==> src/rtl/avalon_burst_master.sv <==
// avalon_burst_master
//   Avalon-MM master engine for the Sobel datapath. A command streams a block
//   of words from memory into a small prefetch FIFO using pipelined reads
//   (readdatavalid responses). Single-word result writes are interleaved on
//   the same bus, and a pending write takes priority over the next read.
//
// Ports
//   clk, n_rst           clock, synchronous active-low reset
//   cmd_start/addr/count start a read block (ignored while cmd_busy)
//   cmd_busy, cmd_done   block in progress / 1-cycle completion pulse
//   rd_data/valid/ready  FIFO head towards the consumer (pop on valid&ready)
//   wr_req/addr/data     single-word write request, accepted when !wr_busy
//   wr_busy              write buffer occupied
//   avm_*                Avalon-MM master interface
module avalon_burst_master #(
  parameter int unsigned DATA_W     = 32,
  parameter int unsigned ADDR_W     = 32,
  parameter int unsigned FIFO_DEPTH = 8,
  parameter int unsigned CNT_W      = 16
) (
  input  logic              clk,
  input  logic              n_rst,
  input  logic              cmd_start,
  input  logic [ADDR_W-1:0] cmd_addr,
  input  logic [CNT_W-1:0]  cmd_count,
  output logic              cmd_busy,
  output logic              cmd_done,
  output logic [DATA_W-1:0] rd_data,
  output logic              rd_valid,
  input  logic              rd_ready,
  input  logic              wr_req,
  input  logic [ADDR_W-1:0] wr_addr,
  input  logic [DATA_W-1:0] wr_data,
  output logic              wr_busy,
  output logic [ADDR_W-1:0] avm_address,
  output logic              avm_read,
  output logic              avm_write,
  output logic [DATA_W-1:0] avm_writedata,
  input  logic [DATA_W-1:0] avm_readdata,
  input  logic              avm_readdatavalid,
  input  logic              avm_waitrequest
);

  localparam int unsigned PW = $clog2(FIFO_DEPTH);
  localparam int unsigned CW = PW + 1;
  localparam logic [ADDR_W-1:0] STEP    = ADDR_W'(DATA_W / 8);
  localparam logic [CW:0]       DEPTH_C = (CW+1)'(FIFO_DEPTH);

  localparam logic [1:0] IDLE  = 2'd0;
  localparam logic [1:0] READ  = 2'd1;
  localparam logic [1:0] DRAIN = 2'd2;

  logic [1:0]        state;
  logic [CNT_W-1:0]  count_q;
  logic [CNT_W-1:0]  issued_q;
  logic [CNT_W-1:0]  popped_q;
  logic [ADDR_W-1:0] rd_addr_q;
  logic [CW-1:0]     outst_q;
  logic [CW-1:0]     fifo_cnt_q;
  logic [PW-1:0]     wr_ptr_q;
  logic [PW-1:0]     rd_ptr_q;
  logic [DATA_W-1:0] mem [FIFO_DEPTH];
  logic [ADDR_W-1:0] wr_addr_q;
  logic [DATA_W-1:0] wr_data_q;

  logic              rd_acc;
  logic              wr_acc;
  logic              bus_free;
  logic              push;
  logic              pop;
  logic              start_go;
  logic              start_rd;
  logic              last_pop;
  logic [CW-1:0]     outst_nxt;
  logic [CW-1:0]     fifo_nxt;
  logic [CW:0]       occ_nxt;
  logic [CNT_W-1:0]  issued_nxt;
  logic [ADDR_W-1:0] rd_addr_nxt;
  logic              rd_more;
  logic              wr_pend;
  logic              next_is_wr;
  logic              next_is_rd;
  logic [ADDR_W-1:0] next_rd_addr;

  assign cmd_busy = (state == READ) || (state == DRAIN);
  assign rd_valid = (fifo_cnt_q != '0);
  assign rd_data  = mem[rd_ptr_q];

  always_comb begin
    rd_acc   = avm_read  & ~avm_waitrequest;
    wr_acc   = avm_write & ~avm_waitrequest;
    // The bus may take a new request when nothing is held or the held one
    // is being accepted this cycle.
    bus_free = ~(avm_read | avm_write) | ~avm_waitrequest;
    // Responses with nothing outstanding are stale (issued before a reset).
    push     = avm_readdatavalid && (outst_q != '0);
    pop      = rd_ready && (fifo_cnt_q != '0);
    start_go = (state == IDLE) && cmd_start;
    start_rd = start_go && (cmd_count != '0);
    last_pop = pop && cmd_busy && ((popped_q + CNT_W'(1)) == count_q);

    outst_nxt   = outst_q + CW'(rd_acc) - CW'(push);
    fifo_nxt    = fifo_cnt_q + CW'(push) - CW'(pop);
    occ_nxt     = {1'b0, outst_nxt} + {1'b0, fifo_nxt};
    issued_nxt  = issued_q + CNT_W'(rd_acc);
    rd_addr_nxt = rd_acc ? rd_addr_q + STEP : rd_addr_q;

    // Next-cycle occupancy (outstanding + stored) reserves a FIFO slot for
    // every read before it is issued, so the FIFO can never overflow.
    rd_more = (state == READ) && (issued_nxt < count_q) && (occ_nxt < DEPTH_C);

    wr_pend      = wr_busy && !avm_write;
    next_is_wr   = bus_free && wr_pend;
    next_is_rd   = bus_free && !wr_pend && (rd_more || start_rd);
    next_rd_addr = start_rd ? cmd_addr : rd_addr_nxt;
  end

  // Block sequencing and counters
  always_ff @(posedge clk) begin
    if (!n_rst) begin
      state     <= IDLE;
      count_q   <= '0;
      issued_q  <= '0;
      popped_q  <= '0;
      rd_addr_q <= '0;
      cmd_done  <= 1'b0;
    end else begin
      cmd_done <= 1'b0;
      case (state)
        IDLE: begin
          if (start_go) begin
            if (cmd_count == '0) begin
              cmd_done <= 1'b1;
            end else begin
              state     <= READ;
              count_q   <= cmd_count;
              rd_addr_q <= cmd_addr;
              issued_q  <= '0;
              popped_q  <= '0;
            end
          end
        end
        READ: begin
          issued_q  <= issued_nxt;
          rd_addr_q <= rd_addr_nxt;
          if (issued_nxt == count_q) state <= DRAIN;
        end
        DRAIN: ;
        default: state <= IDLE;
      endcase

      // Completion is defined by the consumer taking the final word.
      if (last_pop) begin
        state    <= IDLE;
        cmd_done <= 1'b1;
        issued_q <= '0;
        popped_q <= '0;
      end else if (pop && cmd_busy) begin
        popped_q <= popped_q + CNT_W'(1);
      end
    end
  end

  // Prefetch FIFO and outstanding-read tracking
  always_ff @(posedge clk) begin
    if (!n_rst) begin
      wr_ptr_q   <= '0;
      rd_ptr_q   <= '0;
      fifo_cnt_q <= '0;
      outst_q    <= '0;
      for (int unsigned i = 0; i < FIFO_DEPTH; i++) mem[PW'(i)] <= '0;
    end else begin
      if (push) begin
        mem[wr_ptr_q] <= avm_readdata;
        wr_ptr_q      <= wr_ptr_q + PW'(1);
      end
      if (pop) rd_ptr_q <= rd_ptr_q + PW'(1);
      fifo_cnt_q <= fifo_nxt;
      outst_q    <= outst_nxt;
    end
  end

  // Single-entry write buffer
  always_ff @(posedge clk) begin
    if (!n_rst) begin
      wr_busy   <= 1'b0;
      wr_addr_q <= '0;
      wr_data_q <= '0;
    end else if (wr_req && !wr_busy) begin
      wr_busy   <= 1'b1;
      wr_addr_q <= wr_addr;
      wr_data_q <= wr_data;
    end else if (wr_acc) begin
      wr_busy <= 1'b0;
    end
  end

  // Bus request registers: only updated when the bus is free, so a stalled
  // request stays stable for the whole waitrequest period.
  always_ff @(posedge clk) begin
    if (!n_rst) begin
      avm_read      <= 1'b0;
      avm_write     <= 1'b0;
      avm_address   <= '0;
      avm_writedata <= '0;
    end else if (bus_free) begin
      avm_read  <= next_is_rd;
      avm_write <= next_is_wr;
      if (next_is_wr) begin
        avm_address   <= wr_addr_q;
        avm_writedata <= wr_data_q;
      end else if (next_is_rd) begin
        avm_address <= next_rd_addr;
      end
    end
  end

endmodule

==> config.mk <==
export PLATFORM = sky130hd
export DESIGN_NAME = avalon_burst_master
export DESIGN_NICKNAME = d
export VERILOG_FILES = /design/src/rtl/avalon_burst_master.sv
export SDC_FILE = /design/constraint.sdc
export NUM_CORES = 1
export LEC_CHECK = 0
export CAP_MARGIN = 5
export CORE_UTILIZATION = 61
export CTS_BUF_LIST = sky130_fd_sc_hd__clkbuf_8 sky130_fd_sc_hd__clkbuf_16
export DETAILED_ROUTE_END_ITERATION = 10
export PLACE_DENSITY = 0.85
export SYNTH_ARGS = -nofsm -noshare
export SYNTH_HDL_FRONTEND = slang
export SYNTH_SLANG_ARGS = --single-unit
export TNS_END_PERCENT = 1
==> constraint.sdc <==
create_clock -name clk -period 10.2 [get_ports clk]
set_input_delay 2.55 -clock clk [delete_from_list [all_inputs] [get_ports clk]]
set_output_delay 2.55 -clock clk [all_outputs]
set_load 0.02 [all_outputs]
==> results_dict.tcl <==
set metrics [dict create \
    source_to_sink_clock_delay_at_the_later_pin_of_the_worst_skew_pair_ns 0.59 \
    grt_pass1_vias 17395 \
    finalWeightedCongestion 0.916 \
    path_clk_slew_ns 0.06 \
    path_category_of_the_worst_min_delay_check "reg -> reg" \
    timing.rr.end "avm_address[16]$_SDFFE_PN0P_" \
    htreeDepth 2 \
    clkSinkCount 487 \
    hold-worst-slack_ns 0.453 \
    grt_util_overall_pct 31.7 \
    fp.dieArea_mm2 0.0378 \
    fillerInstances 2364 \
    synthDominantCellAreaShare_pct 34.0 \
    num_vias 17426 \
    sequential_cell_area_mm2 0.0123 \
    final_cell_count_no_fill 2809 \
    postSynthNetCount 2291 \
    detailedPlacementHpwl_mm 36.9 \
    switching_power_mw 1.96 \
    yosys-top-cells-count "308 x sky130_fd_sc_hd__nand2_1, 272 x sky130_fd_sc_hd__and2_1, 256 x sky130_fd_sc_hd__edfxtp_1, 231 x sky130_fd_sc_hd__dfxtp_1, 181 x sky130_fd_sc_hd__a21oi_1" \
    power.internal_mw 4.20 \
    post-cts-setup-buffers 0 \
    clock_skews_ns 0.0194 \
    period_share_pct 65.9 \
    yosys.area.top_type "sky130_fd_sc_hd__edfxtp_1" \
    starting_density_of_the_core_pct 61.9 \
    clock_tree.buffer_depth 3 \
    remaining_drc_errors 0 \
    post_cts_resized 0 \
    grt_antenna_before_repair 3 \
    grt.overflow.total 0 \
    postSynthRegisterBits 487 \
    synth-edff-count 256 \
    rsz0062_at_grt "no" \
    postRouteWirelength_mm 60.4 \
    hold_end "avm_writedata[18]$_SDFFE_PN0P_" \
    library_cells_used_by_synthesis 69 \
    pin_count_of_the_biggest_net_entering_global_routing 115 \
    multi_input_area_mm2 0.00961 \
    final-setup-viol-count 0 \
    critical_path_peak_fanout 34 \
    period_needed_ns 6.72 \
    core_area_mm2 0.0365 \
    worst_slew_pin_slew_ns 1.07 \
    synthesis.yosys.warnings 0 \
    r2r_cells 15 \
    final_design_area_no_fill_mm2 0.0272 \
    dpl.cell_count 2714 \
    yosysMostFrequentCell "sky130_fd_sc_hd__nand2_1" \
    final_layout_size_suffix_gt1_share_pct 10.9 \
    route.antenna.remaining_nets 0 \
    nNetsFinal 2487 \
    maxCapViolCount 0 \
    cts-buffers-inserted 49 \
    worst_setup_path_end_kind "register" \
    first_pass_iters 7 \
    tritoncts "built" \
    area.growth.synth_to_final_pct 20.4 \
    post_synth.cell_area_avg_um2 10.8 \
    cts-root-buf "sky130_fd_sc_hd__clkbuf_16" \
    report.final.hold_viol_count 0 \
    cellLeakagePower_nw 9.90 \
    finalMaxSlewViolations 0 \
    routedWlPerCell_um 21.5 \
    detail_route.vias_per_cell 6.20 \
    chipWidth_um 195 \
    pwr-share-clk_pct 31.5 \
    critical_path_required_ns 10.64 \
    result_of_the_run "finished clean" \
    proportion_of_synthesized_chip_area_in_sequential_cells_pct 54.5 \
    count_of_boundary_i_o_pins 253 \
    pwr-share-comb_pct 28.8 \
    grt_pass1_wl_mm 93.9 \
    die_boundary_height_um 195 \
    netSwitchingFraction_pct 31.8 \
    synth_flop_cell "sky130_fd_sc_hd__edfxtp_1" \
    timing.hold.worst_path_depth 2 \
    fmaxAchievable_ghz 0.149 \
    drt-initial-drc-count 1909 \
    worst-r2r-setup-slack_ns 5.51 \
    critPathKind "in -> reg" \
    cts_hold_buffers 0 \
    io_buffers 252 \
    crit_arrival_ns 7.17 \
    setup.worst_path.start_class "input pin" \
    number_of_placement_rows 70 \
    synth_top_cells_by_area "sky130_fd_sc_hd__edfxtp_1 34%, sky130_fd_sc_hd__dfxtp_1 20%, sky130_fd_sc_hd__and2_1 7.5%" \
    asyncSetResetFlopFracSynth_pct 0 \
    share_seq_of_total_power_pct 39.7 \
    timing.slew.headroom_pct 28.1 \
    post_synth_inst_count 2101 \
    fin_setup_tns_ns 0 \
    dpl-instance-area_mm2 0.0255 \
    worst_hold_startpoint "wr_data_q[18]$_SDFFE_PN0P_" \
    vdd_drop_max_v 0.000149 \
    syn-cell-area_mm2 0.0226 \
    pwr_density_cell_mw_per_mm2 226 \
    worst_r2r_startpoint "avm_read$_SDFFE_PN0P_" \
]
flip-flops by register name, summed over array words and instances, names as in the netlist, 16 cells and up, named ones only:
register,count
avm_writedata,32
avm_address,32
rd_addr_q,32
popped_q,16
issued_q,16
mem,256
count_q,16
wr_data_q,32
wr_addr_q,32
logic make-up (layout without fill, tap and decap cells):
family	Yosys count	after routing	synth area share, %
xor gates and xnor gates	57	57	2.21
muxes	103	103	8.30
buffers and inverters	186	423	3.41
adders and majority gates	39	39	2.22
other	0	3	0
DFF	487	487	54.5
and+or+nand+nor	865	865	19.3
AOI/OAI and AO/OA	364	364	10.1
cells in the final DEF (no fill, tap or decap), types with 17 or more instances in the layout:
master	count
sky130_fd_sc_hd__a222oi_1	32
sky130_fd_sc_hd__nor2_1	128
sky130_fd_sc_hd__xnor2_1	33
sky130_fd_sc_hd__a21oi_1	180
sky130_fd_sc_hd__buf_4	33
sky130_fd_sc_hd__or3_1	19
sky130_fd_sc_hd__a22oi_1	17
sky130_fd_sc_hd__mux4_2	64
sky130_fd_sc_hd__and2_1	272
sky130_fd_sc_hd__nand2_1	307
sky130_fd_sc_hd__clkdlybuf4s50_1	252
sky130_fd_sc_hd__xor2_1	24
sky130_fd_sc_hd__inv_1	50
sky130_fd_sc_hd__edfxtp_1	256
sky130_fd_sc_hd__mux2_2	35
sky130_fd_sc_hd__a31oi_1	17
sky130_fd_sc_hd__o21ai_0	58
sky130_fd_sc_hd__clkbuf_16	49
sky130_fd_sc_hd__dfxtp_1	229
sky130_fd_sc_hd__ha_1	37
sky130_fd_sc_hd__nand3_1	26
power by group through the flow:
stage,Combinational (mW),Clock [mW],Sequential [mW]
final,1.77,1.94,2.44
after global routing,1.90,2.03,2.47
after CTS,1.76,1.96,2.44
after detailed placement,1.75,0,2.48
after global placement,1.69,0,2.46
after floorplan,1.15,0,2.45
layer usage:
| layer | GRT usage [%] | vias to the layer above | part of all wire [%] |
|---|---|---|---|
| met2 | 54.9 | 902 | 49 |
| met3 | 5.83 | 143 | 9.5 |
| li1 | - | 7896 | - |
| met5 | 0 | - | 0 |
| met4 | 12.7 | 0 | 3.3 |
| met1 | 39.3 | 8485 | 38 |
area by class of cell:
class / instances / area share [%]
repair buffers: 285 / 10.2
clock buffers: 52 / 4.66
multi-input cells: 1428 / 35.3
diodes: 3 / 0.0276
clock inverters: 40 / 1.74
flip-flops and latches: 487 / 45.3
well taps: 468 / 2.15
inverters: 46 / 0.653
how the worst max path moves through the flow:
stage                    start                           end  depth (start not counted)
5_1_grt        avm_waitrequest  avm_address[12]$_SDFFE_PN0P_                         16
2_1_floorplan  avm_waitrequest   avm_address[3]$_SDFFE_PN0P_                         17
6_report       avm_waitrequest  avm_address[16]$_SDFFE_PN0P_                         16
4_1_cts        avm_waitrequest  avm_address[16]$_SDFFE_PN0P_                         16
3_3_place_gp   avm_waitrequest  avm_address[16]$_SDFFE_PN0P_                         16
3_5_place_dp   avm_waitrequest   avm_address[2]$_SDFFE_PN0P_                         16
metrics by stage:
step                      power, mW  util, %  worst slack (ns)
after detailed placement       4.22     69.7              2.98
after global placement         4.15     69.7              3.22
after floorplan                3.60        -              4.24
after global routing           6.39     74.5              3.15
final                          6.15     74.5              3.48
after CTS                      6.16     74.5              3.53
critical path, stage by stage:
cell and delay [ns]:
sky130_fd_sc_hd__clkdlybuf4s50_1 0.55, sky130_fd_sc_hd__nor2b_1 0.43, sky130_fd_sc_hd__ha_1 0.25, sky130_fd_sc_hd__and3_1 0.25
sky130_fd_sc_hd__nand3_1 0.18, sky130_fd_sc_hd__nor2_1 0.39, sky130_fd_sc_hd__nand3_1 0.16, sky130_fd_sc_hd__xnor2_1 0.24
sky130_fd_sc_hd__ha_1 0.31, sky130_fd_sc_hd__a21oi_1 0.17, sky130_fd_sc_hd__o21ai_0 0.11, sky130_fd_sc_hd__a22oi_1 0.38
sky130_fd_sc_hd__a31oi_4 0.15, sky130_fd_sc_hd__a211o_4 0.53, sky130_fd_sc_hd__a222oi_1 0.44, sky130_fd_sc_hd__nor2_1 0.07
Note: power is estimated with default switching activity, not from simulation.
==> RTL change 1 (config.mk and constraints unchanged) <==
Change the parameter `ADDR_W` from 32 to 28.
--- a/src/rtl/avalon_burst_master.sv
+++ b/src/rtl/avalon_burst_master.sv
@@ -14,7 +14,7 @@
 //   avm_*                Avalon-MM master interface
 module avalon_burst_master #(
   parameter int unsigned DATA_W     = 32,
-  parameter int unsigned ADDR_W     = 32,
+  parameter int unsigned ADDR_W     = 28,
   parameter int unsigned FIFO_DEPTH = 8,
   parameter int unsigned CNT_W      = 16
 ) (
Interface: changed (resized avm_address, cmd_addr and wr_addr); port bits go from 253 to 241. The function was not compared with the original's and may differ.
==> RTL change 1 against the original RTL <==
Die area up 0.79%. Worst setup slack got worse by 0.52 ns. Register-to-register slack worse by 0.50 ns. Area after synthesis increased by 0.80%. Final area is 0.29% lower. Clock skew is 0.016 ns higher. Sequential cell count is 12 lower. Routed wire length up 0.31%. Cell count down 1.1%. Count of clock-buffer cells in the layout increased by 4. Sequential power decreased by 6%. Total power down 12%. Critical path type unchanged. Largest cell class unchanged.
==> RTL change 1: results (changes against the original RTL) <==
stage,metric,value,unit,change
placement,dpl_worst_slack,2.39,ns,was 2.98 ns
synth,ys_types,79,,was 69
grt,grt_pass1_wl,94.0,mm,was 93.9 mm
placement,place_area,25500,um2,about the same
final_layout,nNetsFinal,2449,,"was 2,487"
outcome,status,"complete, no violations",,unchanged
synth,synthTopCellsByArea,"edfxtp_1 34%, dfxtp_1 19%, and2_1 7.5%",,"was edfxtp_1 34%, dfxtp_1 20%, and2_1 7.5%"
final_layout,num-fill-cells,2415,,"was 2,364"
grt,grt_pass1_vias,17149,,"was 17,395"
synth,ys_seq_area_frac,0.530,,was 0.545
cts,clock_latency,0.62,ns,was 0.59 ns
synth,postSynthCellCount,2093,,"was 2,101"
detailed_routing,routed_wirelength,60.6,mm,was 60.4 mm
detailed_routing,dr_wl_met3,4.87,mm,was 5.76 mm
placement,placed_cells,2683,,"was 2,714"
final_layout,drive_gt1_frac,0.111,,was 0.109
timing,skew,0.0353,ns,was 0.0194 ns
placement,port_buffers,240,,was 252
synth,synthTopCellsByCount,"330 x nand2_1, 274 x and2_1, 256 x edfxtp_1",,"was 308 x nand2_1, 272 x and2_1, 256 x edfxtp_1"
setup_path,path_max_fanout,9,,was 34
final_layout,stdcell_count,2778,,"was 2,809"
grt,grt_max_degree,112,,was 115
placement,dpl.hpwl,37.9,mm,was 36.9 mm
timing,slew_headroom,0.245,,was 0.281
detailed_routing,dr.first_iter.drc_count,1438,,"was 1,909"
power_and_ir_drop,p_leak,9.86,nW,was 9.90 nW
power_and_ir_drop,vdd_drop_max,154,uV,was 149 uV
detailed_routing,route.met2.wl,30.4,mm,was 29.8 mm
detailed_routing,via_per_inst,6.10,,was 6.20
synth,synth_nets,2275,,"was 2,291"
grt,antenna_found_initial,2,,was 3
setup_path,arrival,7.76,ns,was 7.17 ns
==> RTL change 1: cells by family (layout without fill, tap and decap cells) <==
logic type | Yosys count | after routing | share of synthesized area
AO/OA/AOI/OAI | 373 | 373 | 0.120
XOR/XNOR | 48 | 48 | 0.0188
adder cells (fa/ha/maj) | 39 | 39 | 0.0221
buffers and inverters | 186 | 399 | 0.0327
flip-flops | 475 | 475 | 0.530
multiplexers | 101 | 101 | 0.0817
other | 0 | 4 | 0
AND/OR/NAND/NOR | 871 | 871 | 0.195
==> RTL change 1: worst paths after layout <==
| kind | end | slack (ns) | from | cells past startpoint |
|---|---|---|---|---|
| worst max-delay path | avm_address[7] | 2.95 | avm_waitrequest | 17 |
| worst min-delay path | wr_data_q[24] | 0.47 | wr_data_q[24] | 2 |
| worst max register to register | avm_address[7] | 5.01 | avm_read | 16 |
| worst min register to register | wr_data_q[24] | 0.47 | wr_data_q[24] | 2 |
==> RTL change 1: where the power goes <==
group | switching (mW) | total, mW | internal (mW) | leakage, nW
logic | 0.727 | 1.37 | 0.645 | 4.57
registers | 0.125 | 2.30 | 2.17 | 4.44
clock network | 0.760 | 1.77 | 1.01 | 0.851
==> RTL change 1: routing by layer <==
layer,track usage,up-vias
li1,-,7785
met4,0.155,0
met2,0.564,847
met3,0.0541,157
met5,0,-
met1,0.376,8170
==> RTL change 1: final cells by class <==
| type | count | area, um2 | share of cell area |
|---|---|---|---|
| flip-flops and latches | 475 | 12100 | 0.445 |
| clock buffers | 56 | 1320 | 0.0487 |
| repair buffers | 274 | 2660 | 0.0980 |
| well taps | 468 | 586 | 0.0216 |
| inverters | 35 | 131 | 0.00484 |
| multi-input cells | 1432 | 10100 | 0.371 |
| diodes | 4 | 10.0 | 0.000369 |
| clock inverters | 34 | 274 | 0.0101 |
==> RTL change 1: critical path: stages <==
cell             delay [ns]
clkdlybuf4s50_1        0.58
nor2b_1                0.54
ha_1                   0.27
and2_1                 0.16
nand4_1                0.26
nor2_1                 0.29
nand3_1                0.17
xnor2_1                0.16
ha_1                   0.31
a211oi_1               0.20
nand2_1                0.07
or4_1                  0.49
a311oi_1               0.58
nor2_1                 0.33
buf_6                  0.24
or3_1                  0.37
a21boi_0               0.18
==> RTL change 1: through the flow <==
step                       util  hold slack (ns)
after floorplan               -            0.441
after detailed placement  0.695            0.459
after global routing      0.739            0.483
final                     0.739            0.467
after global placement    0.695            0.449
after CTS                 0.739            0.468
==> RTL change 2 (same flow settings) <==
Without the edit above. Make the reset (`n_rst`) asynchronous in 4 clocked blocks. Comments in the files are not updated.
--- a/src/rtl/avalon_burst_master.sv
+++ b/src/rtl/avalon_burst_master.sv
@@ -116,7 +116,7 @@
   end
 
   // Block sequencing and counters
-  always_ff @(posedge clk) begin
+  always_ff @(posedge clk or negedge n_rst) begin
     if (!n_rst) begin
       state     <= IDLE;
       count_q   <= '0;
@@ -162,7 +162,7 @@
   end
 
   // Prefetch FIFO and outstanding-read tracking
-  always_ff @(posedge clk) begin
+  always_ff @(posedge clk or negedge n_rst) begin
     if (!n_rst) begin
       wr_ptr_q   <= '0;
       rd_ptr_q   <= '0;
@@ -181,7 +181,7 @@
   end
 
   // Single-entry write buffer
-  always_ff @(posedge clk) begin
+  always_ff @(posedge clk or negedge n_rst) begin
     if (!n_rst) begin
       wr_busy   <= 1'b0;
       wr_addr_q <= '0;
@@ -197,7 +197,7 @@
 
   // Bus request registers: only updated when the bus is free, so a stalled
   // request stays stable for the whole waitrequest period.
-  always_ff @(posedge clk) begin
+  always_ff @(posedge clk or negedge n_rst) begin
     if (!n_rst) begin
       avm_read      <= 1'b0;
       avm_write     <= 1'b0;
Behaviour: differs if n_rst is asserted again (counterexample within 4 cycles, from zero or initial values and one cycle with n_rst low); with n_rst held inactive, the same outputs for 4 cycles.
==> RTL change 2 against the original RTL <==
Core utilization down 0.38 points. Routed wire length down 7.1%. Register-to-register slack worse by 0.98 ns. Area after synthesis up 2.8%. Worst hold slack better by 0.012 ns. Worst setup slack worse by 1.0 ns. Cell count down 6.2%. Count of clock-buffer cells in the layout up 15. Final area up 2.4%. Sequential cell count down 3.
Power is not compared: it rests on default switching activity, and its combinational part moved more than twofold at a synthesized area within 25%.
==> RTL change 2: results (changes against the original RTL) <==
stage,metric,value,unit,change
outcome,status,"complete, no violations",,unchanged
final_layout,clkCellAreaFrac,0.0604,,was 0.0640
synth,synth_compound_area_frac,0.0718,,was 0.101
setup_path,arrival,8.22,ns,was 7.17 ns
setup_path,worst_r2r_path_depth,18,,was 15
placement,place_area,26200,um2,"was 25,500 um2"
final_layout,nClkBuffers,67,,was 52
grt,grt_pass1_wl,91.1,mm,was 93.9 mm
detailed_routing,wl_met1,22.8,mm,about the same
detailed_routing,wl_per_cell,21.3,um,was 21.5 um
synth,synthTopCellsByCount,"484 x dfrtp_1, 374 x mux2_2, 193 x nand2_1",,"was 308 x nand2_1, 272 x and2_1, 256 x edfxtp_1"
final_layout,n_antenna_cell,2,,was 3
synth,ys_types,64,,was 69
synth,synth-xor-area-share,0.0256,,was 0.0221
final_layout,sh_seq_area,0.435,,was 0.453
setup_path,rrSetupSlack,4.53,ns,was 5.51 ns
setup_path,rr_endpoint,avm_address[28],,was avm_address[16]
final_layout,drive_gt1_frac,0.270,,was 0.109
final_layout,nNetsFinal,2273,,"was 2,487"
grt,grt_max_degree,141,,was 115
detailed_routing,routed_wirelength,56.1,mm,was 60.4 mm
synth,synth_mux_area_frac,0.247,,was 0.0830
placement,placed_cells,2539,,"was 2,714"
detailed_routing,via_per_inst,6.06,,was 6.20
placement,gp_congestion,0.881,,was 0.916
final_layout,nonClkBufAreaFrac,0.0974,,was 0.102
detailed_routing,dr_wl_met3,3.72,mm,was 5.76 mm
grt,met2_usage,0.509,,was 0.549
setup_path,slowest_stage,and2_1,,was clkdlybuf4s50_1
final_layout,num-fill-cells,2438,,"was 2,364"
final_layout,multi_input_area_share,0.379,,was 0.353
final_layout,inv_count,41,,was 46
grt,grt_pass1_vias,16872,,"was 17,395"
grt,grt_use_total,0.298,,was 0.317
setup_path,cp_top_family,simple AND/OR/NAND/NOR gates,,was compound AO/OA/AOI/OAI gates
final_layout,areaGrowthSynthToFinish,19.9,%,was 20.4%
setup_path,critical_path.max_stage_delay,0.97,ns,was 0.55 ns
detailed_routing,top_layer,met5,,was met4
synth,async_flop_share,1.00,,was 0
-- RTL change 2: cell count changes in the layout (fill, tap and decap cells not counted), moves of 14 or more --
cell	delta
edfxtp_1	-256
a222oi_1	-31
and2_1	-265
dfxtp_1	-229
a21oi_1	-107
mux2_2	+339
nand2_1	-114
nand3_1	+15
a221o_1	+19
o22ai_1	+14
nor2_1	-51
dfrtp_1	+482
-- RTL change 2: worst max path at each step --
stage                          startpoint              end  slack [ns]  cells after the start
after floorplan           avm_waitrequest  avm_address[23]        3.83                     19
after global placement    avm_waitrequest  avm_address[28]        1.99                     19
after detailed placement  avm_waitrequest  avm_address[28]        1.82                     19
after CTS                 avm_waitrequest  avm_address[28]        2.44                     19
after global routing      avm_waitrequest  avm_address[27]        2.06                     19
final                     avm_waitrequest  avm_address[28]        2.48                     19
